<file path="src/rtl/fetch_ctrl.sv">
`timescale 1ns/1ps
// Instruction fetch controller: fetches a word, holds it for execution, forms the next PC,
// and traps on a misaligned target or a fetch that never completes.
module fetch_ctrl #(
    parameter logic [31:0] RESET_PC = 32'h0000_0000,
    parameter int          MAX_WAIT = 15
) (
    input  logic        clk,
    input  logic        reset,
    input  logic        stall,
    input  logic [1:0]  pcmux,
    input  logic [31:0] immb,
    input  logic [31:0] immj,
    input  logic [31:0] jt,
    input  logic        imem_ack,
    input  logic [31:0] imem_rdata,
    output logic        imem_req,
    output logic [31:0] imem_addr,
    output logic [31:0] pc,
    output logic [31:0] instr,
    output logic        instr_valid,
    output logic        fault,
    output logic [1:0]  fault_cause
);

    localparam int WAIT_W = (MAX_WAIT < 2) ? 1 : $clog2(MAX_WAIT + 1);
    localparam logic [WAIT_W-1:0] WAIT_LAST = WAIT_W'(MAX_WAIT - 1);

    localparam logic [1:0] CAUSE_NONE     = 2'b00;
    localparam logic [1:0] CAUSE_MISALIGN = 2'b01;
    localparam logic [1:0] CAUSE_TIMEOUT  = 2'b10;

    typedef enum logic [1:0] {
        IDLE  = 2'b00,
        FETCH = 2'b01,
        EXEC  = 2'b10,
        TRAP  = 2'b11
    } state_t;

    state_t            state_reg;
    logic [31:0]       pc_reg;
    logic [31:0]       instr_reg;
    logic [WAIT_W-1:0] wait_reg;
    logic              req_reg;
    logic              valid_reg;
    logic              fault_reg;
    logic [1:0]        cause_reg;
    logic [31:0]       pc_next;

    always_comb begin
        pc_next = pc_reg + 32'd4;
        case (pcmux)
            2'b00: pc_next = pc_reg + 32'd4;
            2'b01: pc_next = pc_reg + immb;
            2'b10: pc_next = pc_reg + immj;
            2'b11: pc_next = jt;
        endcase
    end

    // Outputs are registered alongside the state so each one is a flop, never a decode of inputs.
    always_ff @(posedge clk or negedge reset) begin
        if (!reset) begin
            state_reg <= IDLE;
            pc_reg    <= RESET_PC;
            instr_reg <= 32'h0;
            wait_reg  <= '0;
            req_reg   <= 1'b0;
            valid_reg <= 1'b0;
            fault_reg <= 1'b0;
            cause_reg <= CAUSE_NONE;
        end else begin
            case (state_reg)
                IDLE: begin
                    state_reg <= FETCH;
                    req_reg   <= 1'b1;
                end
                FETCH: begin
                    if (imem_ack) begin
                        instr_reg <= imem_rdata;
                        wait_reg  <= '0;
                        state_reg <= EXEC;
                        req_reg   <= 1'b0;
                        valid_reg <= 1'b1;
                    end else if (wait_reg == WAIT_LAST) begin
                        wait_reg  <= wait_reg + 1'b1;
                        state_reg <= TRAP;
                        req_reg   <= 1'b0;
                        fault_reg <= 1'b1;
                        cause_reg <= CAUSE_TIMEOUT;
                    end else begin
                        wait_reg <= wait_reg + 1'b1;
                    end
                end
                EXEC: begin
                    // A stalled cycle neither advances nor checks alignment.
                    if (!stall) begin
                        valid_reg <= 1'b0;
                        if (pc_next[1:0] != 2'b00) begin
                            state_reg <= TRAP;
                            fault_reg <= 1'b1;
                            cause_reg <= CAUSE_MISALIGN;
                        end else begin
                            pc_reg    <= pc_next;
                            state_reg <= FETCH;
                            req_reg   <= 1'b1;
                        end
                    end
                end
                TRAP: begin
                    state_reg <= TRAP;
                end
            endcase
        end
    end

    assign imem_req    = req_reg;
    assign imem_addr   = pc_reg;
    assign pc          = pc_reg;
    assign instr       = instr_reg;
    assign instr_valid = valid_reg;
    assign fault       = fault_reg;
    assign fault_cause = cause_reg;

endmodule
</file>
<file path="config.mk">
export PLATFORM = sky130hd
export DESIGN_NAME = fetch_ctrl
export DESIGN_NICKNAME = d
export VERILOG_FILES = /design/src/rtl/fetch_ctrl.sv
export SDC_FILE = /design/constraint.sdc
export NUM_CORES = 1
export LEC_CHECK = 0
export CAP_MARGIN = 15
export CORE_MARGIN = 4
export CORE_UTILIZATION = 39
export CTS_CLUSTER_DIAMETER = 120
export DETAILED_ROUTE_END_ITERATION = 6
export PLACE_DENSITY = 0.79
export SYNTH_ARGS = -nofsm -noshare
export SYNTH_HDL_FRONTEND = slang
export SYNTH_SLANG_ARGS = --single-unit
</file>
<file path="constraint.sdc">
create_clock -name clk -period 4.68 [get_ports clk]
set_input_delay 0.936 -clock clk [delete_from_list [all_inputs] [get_ports clk]]
set_output_delay 0.936 -clock clk [all_outputs]
set_load 0.05 [all_outputs]
</file>
==> impl_metrics.env, run 1 <==
export IMPL_syn_avg_cell_area_um2=8.287
export IMPL_core_area_um2=16060
export IMPL_cp_arrival_ns=4.38
export IMPL_p_per_area_nw_per_um2=274.9
export IMPL_synth_compound_area_share=0.2272
export IMPL_ys_flop_type="dfrtp_1"
export IMPL_grtUsageTotal=0.2228
export IMPL_path_class="in2reg"
export IMPL_io_buffers=234
export IMPL_start_kind="primary input"
export IMPL_synthesis_area_um2=6447
export IMPL_path_buf_inv=4
export IMPL_slowest_stage="nor2b_2"
export IMPL_root_buffer="clkbuf_16"
export IMPL_yosysSeqAreaShare=0.2911
export IMPL_p_comb_frac=0.405
export IMPL_antennaDiodeCount=0
export IMPL_finalWorstPathRequiredPeriod_ns=4.154
export IMPL_drive_gt1_frac=0.08932
export IMPL_wl_per_cell_um=17.79
export IMPL_path_clk_slew_ns=0.06
export IMPL_synth_simple_area_share=0.2119
export IMPL_cts_max_level=3
export IMPL_min_path_type="reg2reg"
export IMPL_skew_ns=0.008295
export IMPL_num_vias=6596
export IMPL_start_util=0.4015
export IMPL_finalPower_uw=2501
export IMPL_fp_dieH_um=136.6
export IMPL_final_max_slew_viol_count=0
export IMPL_postCtsSetupRepairBufs=0
export IMPL_grt_pass1_vias=6326
export IMPL_synth_edf_count=0
export IMPL_vias_per_cell=5.543
export IMPL_antenna_found_initial=0
export IMPL_fin_setup_tns_ns=0
export IMPL_cap_violations=0
export IMPL_cts_sinks=75
export IMPL_slew_headroom=0.3401
export IMPL_fin_area_um2=9099
export IMPL_leakagePower_uw=0.004078
export IMPL_hold_buffers=0
export IMPL_wl_um=21170
export IMPL_dr_pass1_iters=5
export IMPL_synthAdderAreaFrac=0.09043
export IMPL_synth_xor_area_share=0.03668
export IMPL_path_max_fanout=16
export IMPL_p_switching_uw=957.4
export IMPL_synth_cell_types=72
export IMPL_netlist_instances=778
export IMPL_max_freq_mhz=240.7
export IMPL_worstPathRequired_ns=4.91
export IMPL_path_delay_family="buffers and inverters"
export IMPL_grt_max_degree=76
export IMPL_endpoint_kind="flop"
export IMPL_dieArea_um2=18650
export IMPL_place_congestion=0.9137
export IMPL_synth_nets=958
export IMPL_ys_ff_latch=75
export IMPL_grt_pass1_wl_um=32630
export IMPL_finalHoldViolations=0
export IMPL_syn_to_final_growth_pct=41.12
export IMPL_power_frac_seq=0.312
export IMPL_synth_mux_area_frac=0.06831
export IMPL_pre_cts_ws_ns=0.1898
export IMPL_cts_tree="built"
export IMPL_worstPathCellList="clkdlybuf4s50_1 > inv_1 > ha_1 > buf_4 > mux2_2 > fa_1 > o21ai_0 > a31oi_2 > nor2b_2 > buf_4 > nand2_1 > mux2_2 > o22ai_1 > a21oi_1"
export IMPL_synth_async_sr_flop_share=1.000
export IMPL_cts_buffers=9
export IMPL_multi_input_area_um2=4094
export IMPL_grt_overflow_total=0
export IMPL_outcome="completed"
export IMPL_cts_resized_gates=0
export IMPL_worst_slew_pin_slew_ns=0.9898
export IMPL_setup_ws_ns=0.5262
export IMPL_cts_max_path_buffers=2
export IMPL_drtAntennaViolNets=0
export IMPL_ios=235
export IMPL_regArea_um2=1877
export IMPL_rsz0062_at_grt="no"
export IMPL_finalCritPeriodShare=0.8876
export IMPL_setup_viol=0
export IMPL_dpl_cell_area_um2=8805
export IMPL_vdd_drop_max_v=0.0001815
export IMPL_final_nets=1149
export IMPL_p_clk_frac=0.282
export IMPL_initialDrtViolationCount=398
export IMPL_slowest_delay_ns=0.46
export IMPL_p_int_uw=1543
export IMPL_insertion_delay_ns=0.34
export IMPL_rows=46
export IMPL_drc=0
export IMPL_fillCellCount=1470
export IMPL_yosysWarnings=0
export IMPL_synth_top_family_by_area="compound AO/OA/AOI/OAI gates"
export IMPL_swShare=0.3828
export IMPL_place_hpwl_um=15960
export IMPL_die_x_um=136.6
synthesized netlist by cell type, drive strengths merged (7+ instances only):
master | instances | area [um^2]
nand2 | 146 | 548.0
dfrtp | 75 | 1877
a21oi | 64 | 331.6
buf | 46 | 310.3
ha | 45 | 563.0
nor2 | 39 | 146.4
o21ai | 38 | 190.2
mux2 | 32 | 360.4
nand3 | 25 | 135.1
a21o | 24 | 180.2
clkbuf | 24 | 90.09
inv | 21 | 78.83
a221oi | 17 | 161.4
nor3 | 17 | 107.6
xnor2 | 15 | 131.4
nand4 | 13 | 102.6
and3 | 12 | 81.33
xor2 | 12 | 105.1
a31oi | 11 | 75.07
a211oi | 8 | 60.06
mux2i | 8 | 80.08
and4 | 7 | 63.81
power by group through the flow:
stage	combinational [uW]	sequential (uW)	clock (uW)
6_report	1010	781	706
5_1_grt	1080	791	749
4_1_cts	1010	781	725
3_5_place_dp	1010	793	0
3_3_place_gp	1000	790	0
2_1_floorplan	432	1000	0
worst paths after layout:
path | start | endpoint | slack (ns) | cells past startpoint
min in group asynchronous | reset | instr[10]$_DFFE_PN0P_ | 0.77 | 1
max in group asynchronous | reset | instr[28]$_DFFE_PN0P_ | 3.29 | 1
worst min register to register | fault$_DFFE_PN0P_ | fault$_DFFE_PN0P_ | 0.47 | 1
worst min-delay path | fault$_DFFE_PN0P_ | fault$_DFFE_PN0P_ | 0.47 | 1
worst max-delay path | pcmux[0] | imem_addr[25]$_DFFE_PN0P_ | 0.53 | 14
worst max register to register | imem_addr[0]$_DFFE_PN0P_ | imem_addr[25]$_DFFE_PN0P_ | 1.79 | 10
stage by stage:
stage,instances,util,hold WS [ns]
6_report,1190,0.5666,0.4744
5_1_grt,1190,0.5666,0.4941
4_1_cts,1190,0.5666,0.4753
3_5_place_dp,1174,0.5483,0.4600
3_3_place_gp,1174,0.5483,0.4533
2_1_floorplan,778,-,0.5007
metal layers:
metal	global-route usage	up-vias	routed length [um]
li1	-	3177	-
met1	0.2893	3058	8889
met2	0.3688	324	9732
met3	0.04007	37	1969
met4	0.08567	0	582
met5	0	-	0
cell usage in the layout (no fill, tap or decap), drive strengths merged, types with 10 or more instances in the layout:
cell type,n
clkdlybuf4s50,233
nand2,146
dfrtp,75
a21oi,64
ha,45
nor2,39
o21ai,38
mux2,32
nand3,25
a21o,24
inv,22
nor3,17
a221oi,17
buf,17
xnor2,15
nand4,13
xor2,12
and3,12
a31oi,11
clkbuf,10
cells by family (layout without fill, tap and decap cells):
| group | after synthesis | in the layout |
|---|---|---|
| multiplexers | 40 | 40 |
| XOR/XNOR | 27 | 27 |
| adder cells (fa/ha/maj) | 46 | 46 |
| AO/OA/AOI/OAI | 214 | 214 |
| buffers and inverters | 91 | 287 |
| flip-flops | 75 | 75 |
| AND/OR/NAND/NOR | 285 | 285 |
cell type report:
| cell class | count | share of cell area |
|---|---|---|
| multi-input combinational | 612 | 0.4499 |
| timing repair buffer | 250 | 0.2731 |
| sequential | 75 | 0.2063 |
| tap | 216 | 0.02970 |
| clock buffer | 10 | 0.02517 |
| inverter | 21 | 0.008663 |
| clock inverter | 6 | 0.007151 |
(Power assumes the default switching activity.)
==> run 2, diff against run 1 <==
Settings changed: PLACE_DENSITY 0.79 to not set, PLACE_DENSITY_LB_ADDON set to 0.1, SKIP_LAST_GASP set to 1.
==> impl_metrics.env, run 2 (synthesized netlist as in run 1, its figures left out) <==
export IMPL_outcome="completed"
export IMPL_vias_per_cell=5.403
export IMPL_postCtsSetupRepairBufs=0
export IMPL_skew_ns=0.008341
export IMPL_dieArea_um2=18650
export IMPL_final_max_slew_viol_count=0
export IMPL_root_buffer="clkbuf_16"
export IMPL_setup_viol=0
export IMPL_start_util=0.4015
export IMPL_crit_cells=12
export IMPL_grt_overflow_total=0
export IMPL_path_clk_slew_ns=0.06
export IMPL_core_area_um2=16060
export IMPL_layout_cells_non_filler=1190
export IMPL_finalHoldViolations=0
export IMPL_wl_per_cell_um=17.70
export IMPL_whs_path_depth=1
export IMPL_dr_pass1_iters=5
export IMPL_drc=0
export IMPL_grt_max_degree=76
export IMPL_endpoint_kind="flop"
export IMPL_fp_dieH_um=136.6
export IMPL_cap_violations=0
export IMPL_path_delay_family="compound AO/OA/AOI/OAI gates"
export IMPL_fin_setup_tns_ns=0
export IMPL_syn_to_final_growth_pct=40.85
export IMPL_num_vias=6429
export IMPL_max_freq_mhz=241.4
export IMPL_ios=235
export IMPL_cts_buffers=9
export IMPL_rsz0062_at_grt="no"
export IMPL_vdd_drop_max_v=0.0001587
export IMPL_wl_um=21060
export IMPL_final_cell_mix="clkdlybuf4s50_1 (233), nand2_1 (146), dfrtp_1 (75)"
export IMPL_drtAntennaViolNets=0
export IMPL_antennaDiodeCount=0
export IMPL_slowest_stage="clkdlybuf4s50_1"
export IMPL_finalWorstPathRequiredPeriod_ns=4.142
export IMPL_leakagePower_uw=0.004066
export IMPL_fillCellCount=1515
export IMPL_finalCritPeriodShare=0.8851
export IMPL_cts_max_level=3
export IMPL_worstSetupStartpoint="pcmux[1]"
export IMPL_slew_headroom=0.3128
export IMPL_final_nets=1149
export IMPL_path_buf_inv=2
export IMPL_die_x_um=136.6
export IMPL_worstPathCellList="clkdlybuf4s50_1 > ha_1 > buf_4 > mux2_2 > ha_1 > a21o_1 > a31o_1 > a32oi_1 > nand3_1 > a31oi_1 > nor4b_1 > a211o_1"
export IMPL_cp_arrival_ns=4.37
export IMPL_timing_rr_end="imem_addr[18]$_DFFE_PN0P_"
export IMPL_place_congestion=0.8851
export IMPL_min_path_type="reg2reg"
export IMPL_start_kind="primary input"
export IMPL_antenna_found_initial=0
export IMPL_crit_path_frequent_cell="ha_1"
export IMPL_cts_tree="built"
export IMPL_whs_ns=0.4708
export IMPL_grt_pass1_vias=6287
export IMPL_drive_gt1_frac=0.09035
export IMPL_slowest_delay_ns=0.50
export IMPL_crit_path_end="imem_addr[29]$_DFFE_PN0P_"
export IMPL_cts_max_path_buffers=2
export IMPL_hold_buffers=0
export IMPL_grtUsageTotal=0.2247
export IMPL_grt_pass1_wl_um=33380
export IMPL_r2r_slack_ns=1.87
export IMPL_p_per_area_nw_per_um2=271.8
export IMPL_initialDrtViolationCount=397
export IMPL_path_class="in2reg"
export IMPL_path_max_fanout=16
export IMPL_place_hpwl_um=15980
export IMPL_io_buffers=234
export IMPL_dp_cells=1174
export IMPL_insertion_delay_ns=0.34
export IMPL_cts_sinks=75
export IMPL_rows=46
export IMPL_worstPathRequired_ns=4.91
export IMPL_rr_worst_depth=10
export IMPL_final_common_cell="clkdlybuf4s50_1"
export IMPL_cts_resized_gates=0
export IMPL_worst_slew_pin_slew_ns=1.031
export IMPL_r2r_start="imem_addr[0]$_DFFE_PN0P_"
[run 2: cell types whose count changed in the layout (fill, tap and decap cells not counted), sizes merged]
cell      change
clkinvlp      +1
clkinv        -1
bufinv        -1
inv           +2
clkbuf        -1
[run 2: how the worst min path moves through the flow]
| stage | start | to | slack [ns] |
|---|---|---|---|
| after floorplan | wait_reg[1]$_DFFE_PN0P_ | wait_reg[1]$_DFFE_PN0P_ | 0.50 |
| after global placement | fault$_DFFE_PN0P_ | fault$_DFFE_PN0P_ | 0.45 |
| after detailed placement | fault$_DFFE_PN0P_ | fault$_DFFE_PN0P_ | 0.46 |
| after CTS | instr[18]$_DFFE_PN0P_ | instr[18]$_DFFE_PN0P_ | 0.48 |
| after global routing | instr[11]$_DFFE_PN0P_ | instr[11]$_DFFE_PN0P_ | 0.49 |
| final | fault$_DFFE_PN0P_ | fault$_DFFE_PN0P_ | 0.47 |
[run 2: power by group]
| group | switching, uW | internal, uW |
|---|---|---|
| clock | 311 | 363 |
| combinational | 598 | 414 |
| sequential | 66.9 | 714 |
| total | 976 | 1490 |
[run 2: per-stage QoR]
stage	setup slack (ns)	util	power [uW]	cell area (um^2)
2_1_floorplan	0.5767	-	1434	6447
3_3_place_gp	0.2988	0.5483	1797	8805
3_5_place_dp	0.2309	0.5483	1803	8805
4_1_cts	0.5898	0.5655	2491	9081
5_1_grt	0.3132	0.5655	2590	9081
6_report	0.5379	0.5655	2468	9081
[run 2: cell type report]
| class | instances | area (um^2) | area share |
|---|---|---|---|
| clock buffers | 9 | 225.2 | 0.02480 |
| clock inverters | 7 | 51.30 | 0.005649 |
| inverters | 21 | 78.83 | 0.008680 |
| multi-input cells | 612 | 4094 | 0.4508 |
| flip-flops and latches | 75 | 1877 | 0.2067 |
| well taps | 216 | 270.3 | 0.02976 |
| repair buffers | 250 | 2485 | 0.2736 |
[run 2: routing by layer]
metal,GRT usage,vias up,part of all wire
met5,0,-,0
met4,0.03975,0,0.0085
met3,0.03860,16,0.062
met2,0.3713,208,0.47
met1,0.3127,3031,0.46
li1,-,3174,-
[run 2: worst register-to-register path, delay by kind of cell (launching register included)]
| family | cells | cell delay [ns] |
|---|---|---|
| and+or+nand+nor | 1 | 0.30 |
| DFF | 1 | 0.44 |
| adders and majority gates | 2 | 0.66 |
| AOI/OAI and AO/OA | 6 | 1.14 |
| xor gates and xnor gates | 1 | 0.15 |
==> run 3, diff against run 2 <==
Settings changed: CTS_CLUSTER_SIZE set to 12, SETUP_SLACK_MARGIN set to 0.5.
Clock period 4.68 ns to 3.7 ns, I/O delays scaled along.
==> impl_metrics.env, run 3 (synthesized netlist as in run 1, its figures left out) <==
export IMPL_dp_cells=1269
export IMPL_io_buffers=234
export IMPL_initialDrtViolationCount=468
export IMPL_dieArea_um2=18650
export IMPL_p_per_area_nw_per_um2=330.8
export IMPL_max_freq_mhz=305.7
export IMPL_dr_pass1_iters=5
export IMPL_worst_slew_pin_slew_ns=0.5384
export IMPL_vias_per_cell=5.409
export IMPL_final_cell_mix="clkdlybuf4s50_1 (231), nand2_1 (141), buf_4 (122)"
export IMPL_slowest_delay_ns=0.42
export IMPL_final_nets=1265
export IMPL_worstPathRequired_ns=3.98
export IMPL_ios=235
export IMPL_whs_ns=0.3753
export IMPL_place_hpwl_um=17180
export IMPL_core_area_um2=16060
export IMPL_cts_buffers=9
export IMPL_die_x_um=136.6
export IMPL_antennaDiodeCount=0
export IMPL_fp_dieH_um=136.6
export IMPL_wl_per_cell_um=17.87
export IMPL_path_class="in2reg"
export IMPL_cts_max_path_buffers=2
export IMPL_setup_viol=0
export IMPL_r2r_slack_ns=1.07
export IMPL_endpoint_kind="flop"
export IMPL_path_delay_family="compound AO/OA/AOI/OAI gates"
export IMPL_cap_violations=0
export IMPL_grt_max_degree=41
export IMPL_grtUsageTotal=0.2414
export IMPL_cts_tree="built"
export IMPL_min_path_type="in2async"
export IMPL_cts_max_level=3
export IMPL_start_util=0.4015
export IMPL_vdd_drop_max_v=0.0003113
export IMPL_grt_pass1_vias=6837
export IMPL_insertion_delay_ns=0.35
export IMPL_path_clk_slew_ns=0.07
export IMPL_final_common_cell="clkdlybuf4s50_1"
export IMPL_rr_worst_depth=9
export IMPL_root_buffer="clkbuf_16"
export IMPL_slew_headroom=0.6410
export IMPL_drive_gt1_frac=0.2716
export IMPL_timing_rr_end="imem_addr[31]$_DFFE_PN0P_"
export IMPL_drtAntennaViolNets=0
export IMPL_r2r_start="imem_addr[4]$_DFFE_PN0P_"
export IMPL_path_max_fanout=7
export IMPL_leakagePower_uw=0.004787
export IMPL_antenna_found_initial=0
export IMPL_path_buf_inv=4
export IMPL_grt_overflow_total=0
export IMPL_num_vias=7064
export IMPL_outcome="completed"
export IMPL_rows=46
export IMPL_slowest_stage="o41a_1"
export IMPL_hold_buffers=0
export IMPL_layout_cells_non_filler=1306
export IMPL_place_congestion=0.9112
export IMPL_wl_um=23340
export IMPL_cp_arrival_ns=3.55
export IMPL_finalHoldViolations=0
export IMPL_worstPathCellList="buf_12 > inv_12 > ha_4 > buf_6 > mux2_4 > ha_4 > nand3_1 > nand2_2 > a211o_4 > o211ai_4 > buf_6 > a2111oi_4 > o41a_1 > a21oi_2"
export IMPL_skew_ns=0.01509
export IMPL_rsz0062_at_grt="yes"
export IMPL_grt_pass1_wl_um=35710
export IMPL_finalCritPeriodShare=0.8842
export IMPL_pre_cts_ws_ns=-0.5212
export IMPL_drc=0
export IMPL_setup_ws_ns=0.4283
export IMPL_start_kind="primary input"
export IMPL_finalWorstPathRequiredPeriod_ns=3.272
export IMPL_syn_to_final_growth_pct=68.31
export IMPL_cts_sinks=75
export IMPL_finalPower_uw=3590
export IMPL_final_max_slew_viol_count=0
[run 3: cell types whose count changed in the layout (fill, tap and decap cells not counted), sizes merged]
cell,change
buf,+118
bufinv,+2
clkdlybuf4s50,-2
clkinvlp,-1
inv,-1
[run 3: power by group]
group / total (uW) / internal, uW / switching [uW]
Combinational: 1590 / 727 / 862
Sequential: 997 / 903 / 94.0
Clock: 1000 / 597 / 408
[run 3: worst max-delay path by stage]
stage	end	from	slack (ns)	cells after the start
floorplan	imem_addr[24]$_DFFE_PN0P_	pcmux[0]	0.18	15
global placement	imem_addr[24]$_DFFE_PN0P_	pcmux[0]	-0.44	14
detailed placement	imem_addr[28]$_DFFE_PN0P_	pcmux[0]	-0.52	14
CTS	imem_addr[28]$_DFFE_PN0P_	pcmux[0]	0.43	15
global route	imem_addr[31]$_DFFE_PN0P_	pcmux[0]	0.34	16
finish	imem_addr[31]$_DFFE_PN0P_	pcmux[0]	0.43	14
[run 3: cell type report]
| type | count | area (um^2) |
|---|---|---|
| Clock buffer | 9 | 225.2 |
| Clock inverter | 7 | 98.84 |
| Timing Repair Buffer | 366 | 3441 |
| Multi-Input combinational cell | 612 | 4848 |
| Sequential cell | 75 | 1877 |
| Inverter | 21 | 91.34 |
| Fill cell | 1291 | 5206 |
| Tap cell | 216 | 270.3 |
[run 3: timing repair]
action | in CTS | in global routing
endpoints found under the hold margin | 0 | 0
pin swaps | 29 | 41
gates cloned | 1 | 0
gates resized for setup | 59 | 50
setup buffers | 7 | 13
endpoints found under the setup margin | 32 | 22
[run 3: through the flow]
stage / TNS [ns] / util / instance area, um^2
after global placement: -7.640 / 0.6057 / 9727
after global routing: 0 / 0.6758 / 10850
after CTS: 0 / 0.6514 / 10460
final: 0 / 0.6758 / 10850
after floorplan: 0 / - / 6714
after detailed placement: -8.809 / 0.6057 / 9727
[run 3: layer usage]
metal	part of all wire	wire length (um)	global-route usage
met5	0	0	0
met3	0.067	1560	0.04118
met4	0.012	289	0.04759
met2	0.48	11220	0.4009
met1	0.44	10270	0.3323
